==> src/rtl/decoder_3_8_pkg.sv <==
// -----------------------------------------------------------------------------
// decoder_3_8_pkg
// Shared types, sizes and the one-hot decode helper for the 3:8 pulse
// sequencer and its optional input FIFO.
// -----------------------------------------------------------------------------
package decoder_3_8_pkg;

    localparam int NUM_LINES = 8;
    localparam int IDX_W     = 3;

    typedef enum logic [1:0] {
        ST_IDLE = 2'd0,
        ST_HOLD = 2'd1,
        ST_GAP  = 2'd2
    } dec_state_t;

    // Encoded index -> one-hot line vector (bit i set for index i)
    function automatic logic [NUM_LINES-1:0] decode_onehot(input logic [IDX_W-1:0] idx);
        logic [NUM_LINES-1:0] one_v;
        one_v = {{(NUM_LINES-1){1'b0}}, 1'b1};
        return one_v << idx;
    endfunction

endpackage

==> src/rtl/decoder_3_8_checker.sv <==
// -----------------------------------------------------------------------------
// decoder_3_8_checker
// Simulation-time property checks for the pulse sequencer: the encoded index
// must be known whenever it is accepted, and the decoded lines must never
// have more than one bit high.
//
// Ports:
//   clk     in  clock, rising edge
//   rst_n   in  asynchronous active-low reset (checks disabled while low)
//   accept  in  handshake completes this cycle
//   idx     in  encoded index presented at accept
//   lines   in  registered decoded output
// -----------------------------------------------------------------------------
module decoder_3_8_checker
    import decoder_3_8_pkg::*;
(
    input logic                 clk,
    input logic                 rst_n,
    input logic                 accept,
    input logic [IDX_W-1:0]     idx,
    input logic [NUM_LINES-1:0] lines
);

    a_idx_known: assert property (@(posedge clk) disable iff (!rst_n)
        accept |-> !$isunknown(idx));

    a_lines_onehot0: assert property (@(posedge clk) disable iff (!rst_n)
        $onehot0(lines));

endmodule

==> src/rtl/decoder_3_8_fifo.sv <==
// -----------------------------------------------------------------------------
// decoder_3_8_fifo
// Two-entry first-in first-out buffer for encoded indices, placed ahead of the
// pulse FSM so the source can hand over the next index while a pulse is still
// in progress. Only built when DECODER_3_8_INPUT_FIFO_EN is defined, so the
// default build carries no unused module.
//
// Ports:
//   clk    in   clock, rising edge
//   rst_n  in   asynchronous active-low reset
//   flush  in   synchronous clear of all entries
//   push   in   write din (ignored when full)
//   din    in   index to store
//   pop    in   drop the head entry (ignored when empty)
//   dout   out  head entry (valid when !empty)
//   full   out  both entries occupied
//   empty  out  no entries occupied
// -----------------------------------------------------------------------------
`ifdef DECODER_3_8_INPUT_FIFO_EN
module decoder_3_8_fifo
    import decoder_3_8_pkg::*;
#(
    parameter int W = IDX_W
) (
    input  logic         clk,
    input  logic         rst_n,
    input  logic         flush,
    input  logic         push,
    input  logic [W-1:0] din,
    input  logic         pop,
    output logic [W-1:0] dout,
    output logic         full,
    output logic         empty
);

    logic [W-1:0] mem_r [0:1];
    logic         wr_ptr_r;
    logic         rd_ptr_r;
    logic [1:0]   count_r;
    logic         push_ok_s;
    logic         pop_ok_s;

    assign push_ok_s = push & (count_r != 2'd2);
    assign pop_ok_s  = pop & (count_r != 2'd0);

    assign full  = (count_r == 2'd2);
    assign empty = (count_r == 2'd0);
    assign dout  = mem_r[rd_ptr_r];

    // Storage, pointers and occupancy count
    always_ff @(posedge clk or negedge rst_n) begin
        if (!rst_n) begin
            mem_r[0] <= {W{1'b0}};
            mem_r[1] <= {W{1'b0}};
            wr_ptr_r <= 1'b0;
            rd_ptr_r <= 1'b0;
            count_r  <= 2'd0;
        end else if (flush) begin
            wr_ptr_r <= 1'b0;
            rd_ptr_r <= 1'b0;
            count_r  <= 2'd0;
        end else begin
            if (push_ok_s) begin
                mem_r[wr_ptr_r] <= din;
                wr_ptr_r        <= ~wr_ptr_r;
            end
            if (pop_ok_s) begin
                rd_ptr_r <= ~rd_ptr_r;
            end
            case ({push_ok_s, pop_ok_s})
                2'b10:   count_r <= count_r + 2'd1;
                2'b01:   count_r <= count_r - 2'd1;
                default: count_r <= count_r;
            endcase
        end
    end

endmodule
`endif

==> src/rtl/decoder_3_8_pulse_sequencer.sv <==
// -----------------------------------------------------------------------------
// decoder_3_8_pulse_sequencer
// Accepts a 3-bit channel index over a valid/ready handshake and drives the
// matching one-hot strobe line for HOLD_CYCLES clocks, then holds all lines
// low for GAP_CYCLES clocks before the next index may be issued.
//
// Optional feature: define DECODER_3_8_INPUT_FIFO_EN to place a 2-entry input
// FIFO ahead of the FSM. Indices are then accepted during HOLD/GAP, and with
// GAP_CYCLES==0 successive pulses run back to back without an idle cycle.
//
// Parameters:
//   HOLD_CYCLES  cycles each decoded line stays high (1..255)
//   GAP_CYCLES   all-zero cycles after each hold (0..255)
//   CNT_W        width of the shared hold/gap down-counter
//
// Ports:
//   Clock_In           in   system clock, rising edge
//   Reset_N_In         in   asynchronous active-low reset
//   Enable_In          in   block enable; low aborts and flushes
//   Valid_In           in   Encoded_Value_In is valid
//   Encoded_Value_In   in   index 0..7
//   Ready_Out          out  block can accept this cycle
//   Decoded_Value_Out  out  registered one-hot strobe lines
//   Busy_Out           out  FSM not idle (registered)
//   Done_Out           out  pulse on the last hold cycle (registered)
// -----------------------------------------------------------------------------
module decoder_3_8_pulse_sequencer
    import decoder_3_8_pkg::*;
#(
    parameter int HOLD_CYCLES = 4,
    parameter int GAP_CYCLES  = 1,
    parameter int CNT_W       = 8
) (
    input  logic                 Clock_In,
    input  logic                 Reset_N_In,
    input  logic                 Enable_In,
    input  logic                 Valid_In,
    input  logic [IDX_W-1:0]     Encoded_Value_In,
    output logic                 Ready_Out,
    output logic [NUM_LINES-1:0] Decoded_Value_Out,
    output logic                 Busy_Out,
    output logic                 Done_Out
);

    localparam logic [CNT_W-1:0] CNT_ZERO  = {CNT_W{1'b0}};
    localparam logic [CNT_W-1:0] CNT_ONE   = CNT_W'(1'b1);
    localparam logic [CNT_W-1:0] HOLD_LOAD = CNT_W'(HOLD_CYCLES - 1);
    localparam logic [CNT_W-1:0] GAP_LOAD  = (GAP_CYCLES > 0) ? CNT_W'(GAP_CYCLES - 1) : CNT_ZERO;
    localparam logic             HAS_GAP   = (GAP_CYCLES > 0) ? 1'b1 : 1'b0;

    dec_state_t           state_r;
    dec_state_t           state_nx_s;
    logic [CNT_W-1:0]     cnt_r;
    logic [CNT_W-1:0]     cnt_nx_s;
    logic [NUM_LINES-1:0] dout_r;
    logic [NUM_LINES-1:0] dout_nx_s;
    logic                 done_r;
    logic                 done_nx_s;
    logic                 busy_r;
    logic                 busy_nx_s;
    logic                 run_r;
    logic                 ready_s;
    logic                 accept_s;
    logic                 start_s;   // an index is available to start a pulse
    logic                 chain_s;   // a new pulse may follow the hold directly
    logic [IDX_W-1:0]     idx_s;

    assign accept_s = Valid_In & ready_s;

`ifdef DECODER_3_8_INPUT_FIFO_EN
    logic             fifo_full_s;
    logic             fifo_empty_s;
    logic             fifo_pop_s;
    logic [IDX_W-1:0] fifo_idx_s;

    assign ready_s = Enable_In & run_r & ~fifo_full_s;
    assign start_s = ~fifo_empty_s;
    assign chain_s = ~fifo_empty_s & ~HAS_GAP;
    assign idx_s   = fifo_idx_s;

    // Pop exactly when the FSM below loads a new pulse from the head entry
    assign fifo_pop_s = Enable_In & ~fifo_empty_s &
                        ((state_r == ST_IDLE) |
                         ((state_r == ST_HOLD) & (cnt_r == CNT_ZERO) & ~HAS_GAP));

    decoder_3_8_fifo #(
        .W (IDX_W)
    ) u_fifo (
        .clk   (Clock_In),
        .rst_n (Reset_N_In),
        .flush (~Enable_In),
        .push  (accept_s),
        .din   (Encoded_Value_In),
        .pop   (fifo_pop_s),
        .dout  (fifo_idx_s),
        .full  (fifo_full_s),
        .empty (fifo_empty_s)
    );
`else
    assign ready_s = Enable_In & run_r & (state_r == ST_IDLE);
    assign start_s = accept_s;
    assign chain_s = 1'b0;
    assign idx_s   = Encoded_Value_In;
`endif

    // Next-state, counter and line decode for the IDLE -> HOLD -> GAP sequence
    always_comb begin
        state_nx_s = state_r;
        cnt_nx_s   = cnt_r;
        dout_nx_s  = dout_r;
        if (!Enable_In) begin
            state_nx_s = ST_IDLE;
            cnt_nx_s   = CNT_ZERO;
            dout_nx_s  = {NUM_LINES{1'b0}};
        end else begin
            case (state_r)
                ST_IDLE: begin
                    if (start_s) begin
                        state_nx_s = ST_HOLD;
                        cnt_nx_s   = HOLD_LOAD;
                        dout_nx_s  = decode_onehot(idx_s);
                    end else begin
                        cnt_nx_s  = CNT_ZERO;
                        dout_nx_s = {NUM_LINES{1'b0}};
                    end
                end
                ST_HOLD: begin
                    if (cnt_r == CNT_ZERO) begin
                        if (HAS_GAP) begin
                            state_nx_s = ST_GAP;
                            cnt_nx_s   = GAP_LOAD;
                            dout_nx_s  = {NUM_LINES{1'b0}};
                        end else if (chain_s) begin
                            state_nx_s = ST_HOLD;
                            cnt_nx_s   = HOLD_LOAD;
                            dout_nx_s  = decode_onehot(idx_s);
                        end else begin
                            state_nx_s = ST_IDLE;
                            cnt_nx_s   = CNT_ZERO;
                            dout_nx_s  = {NUM_LINES{1'b0}};
                        end
                    end else begin
                        cnt_nx_s = cnt_r - CNT_ONE;
                    end
                end
                ST_GAP: begin
                    dout_nx_s = {NUM_LINES{1'b0}};
                    if (cnt_r == CNT_ZERO) begin
                        state_nx_s = ST_IDLE;
                    end else begin
                        cnt_nx_s = cnt_r - CNT_ONE;
                    end
                end
                default: begin
                    state_nx_s = ST_IDLE;
                    cnt_nx_s   = CNT_ZERO;
                    dout_nx_s  = {NUM_LINES{1'b0}};
                end
            endcase
        end
    end

    // Done and busy are derived from the next state so they register in
    // step with the line outputs (done marks the hold cycle whose count is 0)
    always_comb begin
        done_nx_s = (state_nx_s == ST_HOLD) && (cnt_nx_s == CNT_ZERO);
        busy_nx_s = (state_nx_s != ST_IDLE);
    end

    // FSM state and registered outputs
    always_ff @(posedge Clock_In or negedge Reset_N_In) begin
        if (!Reset_N_In) begin
            state_r <= ST_IDLE;
            cnt_r   <= CNT_ZERO;
            dout_r  <= {NUM_LINES{1'b0}};
            done_r  <= 1'b0;
            busy_r  <= 1'b0;
        end else begin
            state_r <= state_nx_s;
            cnt_r   <= cnt_nx_s;
            dout_r  <= dout_nx_s;
            done_r  <= done_nx_s;
            busy_r  <= busy_nx_s;
        end
    end

    // Holds Ready_Out low during reset and for the first edge after release
    always_ff @(posedge Clock_In or negedge Reset_N_In) begin
        if (!Reset_N_In) begin
            run_r <= 1'b0;
        end else begin
            run_r <= 1'b1;
        end
    end

    assign Ready_Out         = ready_s;
    assign Decoded_Value_Out = dout_r;
    assign Busy_Out          = busy_r;
    assign Done_Out          = done_r;

    decoder_3_8_checker u_checker (
        .clk    (Clock_In),
        .rst_n  (Reset_N_In),
        .accept (accept_s),
        .idx    (Encoded_Value_In),
        .lines  (dout_r)
    );

endmodule
==> config.mk <==
export PLATFORM = sky130hd
export DESIGN_NAME = decoder_3_8_pulse_sequencer
export DESIGN_NICKNAME = d
export VERILOG_FILES = /design/src/rtl/decoder_3_8_pkg.sv /design/src/rtl/decoder_3_8_checker.sv /design/src/rtl/decoder_3_8_fifo.sv /design/src/rtl/decoder_3_8_pulse_sequencer.sv
export SDC_FILE = /design/constraint.sdc
export NUM_CORES = 1
export LEC_CHECK = 0
export CORE_MARGIN = 2
export CORE_UTILIZATION = 59
export CTS_BUF_LIST = sky130_fd_sc_hd__clkbuf_8
export CTS_CLUSTER_DIAMETER = 150
export DETAILED_ROUTE_END_ITERATION = 10
export GPL_ROUTABILITY_DRIVEN = 1
export PLACE_DENSITY = 0.95
export SETUP_SLACK_MARGIN = 0.5
export SKIP_LAST_GASP = 1
export SLEW_MARGIN = 20
export SYNTH_ARGS = -nofsm -noshare
export SYNTH_HDL_FRONTEND = slang
export SYNTH_SLANG_ARGS = --single-unit
==> constraint.sdc <==
create_clock -name Clock_In -period 6 [get_ports Clock_In]
set_clock_uncertainty 0.2 [all_clocks]
set_input_delay 0.9 -clock Clock_In [delete_from_list [all_inputs] [get_ports Clock_In]]
set_output_delay 0.9 -clock Clock_In [all_outputs]
set_load 0.05 [all_outputs]
==> reports/results.tsv <==
metric	value	unit
period_share	59.5	%
io_pins	18	
yosys.cell_types.count	42	
synth_edf_count	0	
cts_tree	built	
cts_sinks	21	
fin_nets	144	
worstReg2RegStart	cnt_r[6]	
rsz0062_at_grt	false	
power_density	202	nW/µm²
cp_max_fo	8	
finalHoldViolCount	0	
hp-class	flip-flop to flip-flop	
cts_max_path_buffers	2	
grt.busiest_layer	met2	
holdPathStages	2	
wl_per_cell	14.5	µm
period_minus_slack	3.57	ns
async_reset_ff_share	100	%
post_cts_buffers	0	
core-area	1760	µm²
drt_iter0_drc	25	
ant_nets	0	
slew_viol_final	0	
leakage	0.608	nW
syn_nets	124	
ys_ff_latch	21	
seq_area_frac_synth	46.8	%
drive_gt1_share	9.77	%
grt_pass1_wl	3660	µm
critPathArrivalTime	2.47	ns
finalWirelength	2290	µm
die_area	2270	µm²
final_common_cell	dfrtp_1	
relSlewSlack	39.7	%
globalplace.congestion	0.871	
tightest_slew	0.901	ns
cts_hold_buf	0	
clk_latency	0.26	ns
area_growth	20.4	%
synth_warnings	0	
dp_slack	2.44	ns
cts_root_buf	clkbuf_8	
chipWidth	47.6	µm
reg2reg_slack	3.72	ns
grtUsageMet3	5.28	%
reg2reg_depth	6	
tns	0	ns
required	4.90	ns
vdd_drop_max	0.165	mV
min_to	Decoded_Value_Out[7]	
status	finished, final reports clean	
cts_resized	0	
synthCells	114	
numCtsBuffers	3	
htree_num_levels	1	
n_fill_cell	120	
endpoint_kind	output pin	
setup_slack	2.43	ns
synthFlopType	dfrtp_1	
cap_violations	0	
hold_start	Decoded_Value_Out[7]	
path_class	input pin to output pin	
grt.met2_usage	36.8	%
regArea	526	µm²
r2r-end	Done_Out	
clk_pin_slew_worst_paths	0.07	ns
overflow	0	
remaining_drc_errors	0	
layout_common_cells	dfrtp_1 (21), clkdlybuf4s50_1 (17), nor2_1 (15)	
dp_hpwl	1690	µm
antenna_found_initial	0	
grt_max_degree	22	
port_buffers	17	
synth_top_area_share	46.8	%
grt_pass1_vias	797	
diodes	0	
cp-start-kind	input pin	
fmax	280	MHz
grtUsageMet1	31.8	%
dr.pass1.iters	4	
vias	903	
start_util	63.7	%
holdWs	0.282	ns
syn_area	1120	µm²
synth.avg_cell_area	9.86	µm²
track_usage	23.9	%
row_count	15	
yosysTopAreaCell	dfrtp_1	
multi_input_area	561	µm²
synthTopCellsByArea	dfrtp_1 (47%), nor2_1 (5.0%), nand2_1 (4.7%)	
via_per_inst	5.72	
die_y	47.6	µm
finalSetupViolations	0	
## cells in the mapped netlist (2+ instances only)
library cell	n
o31ai_1	3
dfrtp_1	21
nand3_1	3
xnor2_1	4
inv_1	5
nand3b_1	2
nand2b_1	3
o21ai_1	4
nand2_1	14
o21ai_0	2
nor2_1	15
ha_1	3
a21oi_1	5
nand4_1	2
## worst max path at each step
stage	from	cells after the start	slack, ns	end
global placement	Enable_In	3	2.44	Ready_Out
finish	Enable_In	3	2.43	Ready_Out
detailed placement	Enable_In	3	2.44	Ready_Out
CTS	Enable_In	3	2.43	Ready_Out
floorplan	Enable_In	1	3.56	Ready_Out
global route	Enable_In	3	2.38	Ready_Out
## power breakdown
part / switching, mW / internal [mW]
sequential: 0.00254 / 0.144
combinational: 0.0211 / 0.0147
clock: 0.0449 / 0.0462
## worst max-delay path: stages
cell and delay [ns]:
clkdlybuf4s50_1 0.59, and3_1 0.19, clkdlybuf4s50_1 0.79
## final cells by class
class,instances,area share [%]
Timing Repair Buffer,17,12.6
Sequential cell,21,38.9
Inverter,5,1.39
Tap cell,25,2.31
Clock buffer,3,3.05
Multi-Input combinational cell,86,41.4
Clock inverter,1,0.370
## stage by stage
step           cells  area [µm²]  power, mW  util [%]
4_1_cts          158        1350      0.275      76.7
3_3_place_gp     154        1310      0.183      74.0
2_1_floorplan    114        1120      0.171         -
3_5_place_dp     154        1310      0.184      74.0
5_1_grt          158        1350      0.284      76.7
6_report         158        1350      0.273      76.7
## routing by layer
| metal | vias to the layer above | wire (µm) |
|---|---|---|
| li1 | 443 | - |
| met1 | 427 | 1050 |
| met2 | 25 | 1120 |
| met3 | 8 | 71 |
| met4 | 0 | 49 |
| met5 | - | 0 |
## logic make-up (layout without fill, tap and decap cells)
kind of cell | count (synthesis) | after routing | synth area share (%)
flip-flops | 21 | 21 | 46.8
multiplexers | 2 | 2 | 1.89
other | 1 | 1 | 0.334
AND/OR/NAND/NOR | 50 | 50 | 24.5
XOR/XNOR | 5 | 5 | 3.90
AO/OA/AOI/OAI | 25 | 25 | 15.9
buffers and inverters | 7 | 26 | 3.34
adder cells (fa/ha/maj) | 3 | 3 | 3.34
## state kept, by name, indices dropped and copies added (netlist names)
| signal | count |
|---|---|
| Decoded_Value_Out | 8 |
| cnt_r | 8 |
| Busy_Out | 1 |
| state_r | 2 |
| Done_Out | 1 |
| run_r | 1 |
(Power assumes the default switching activity.)
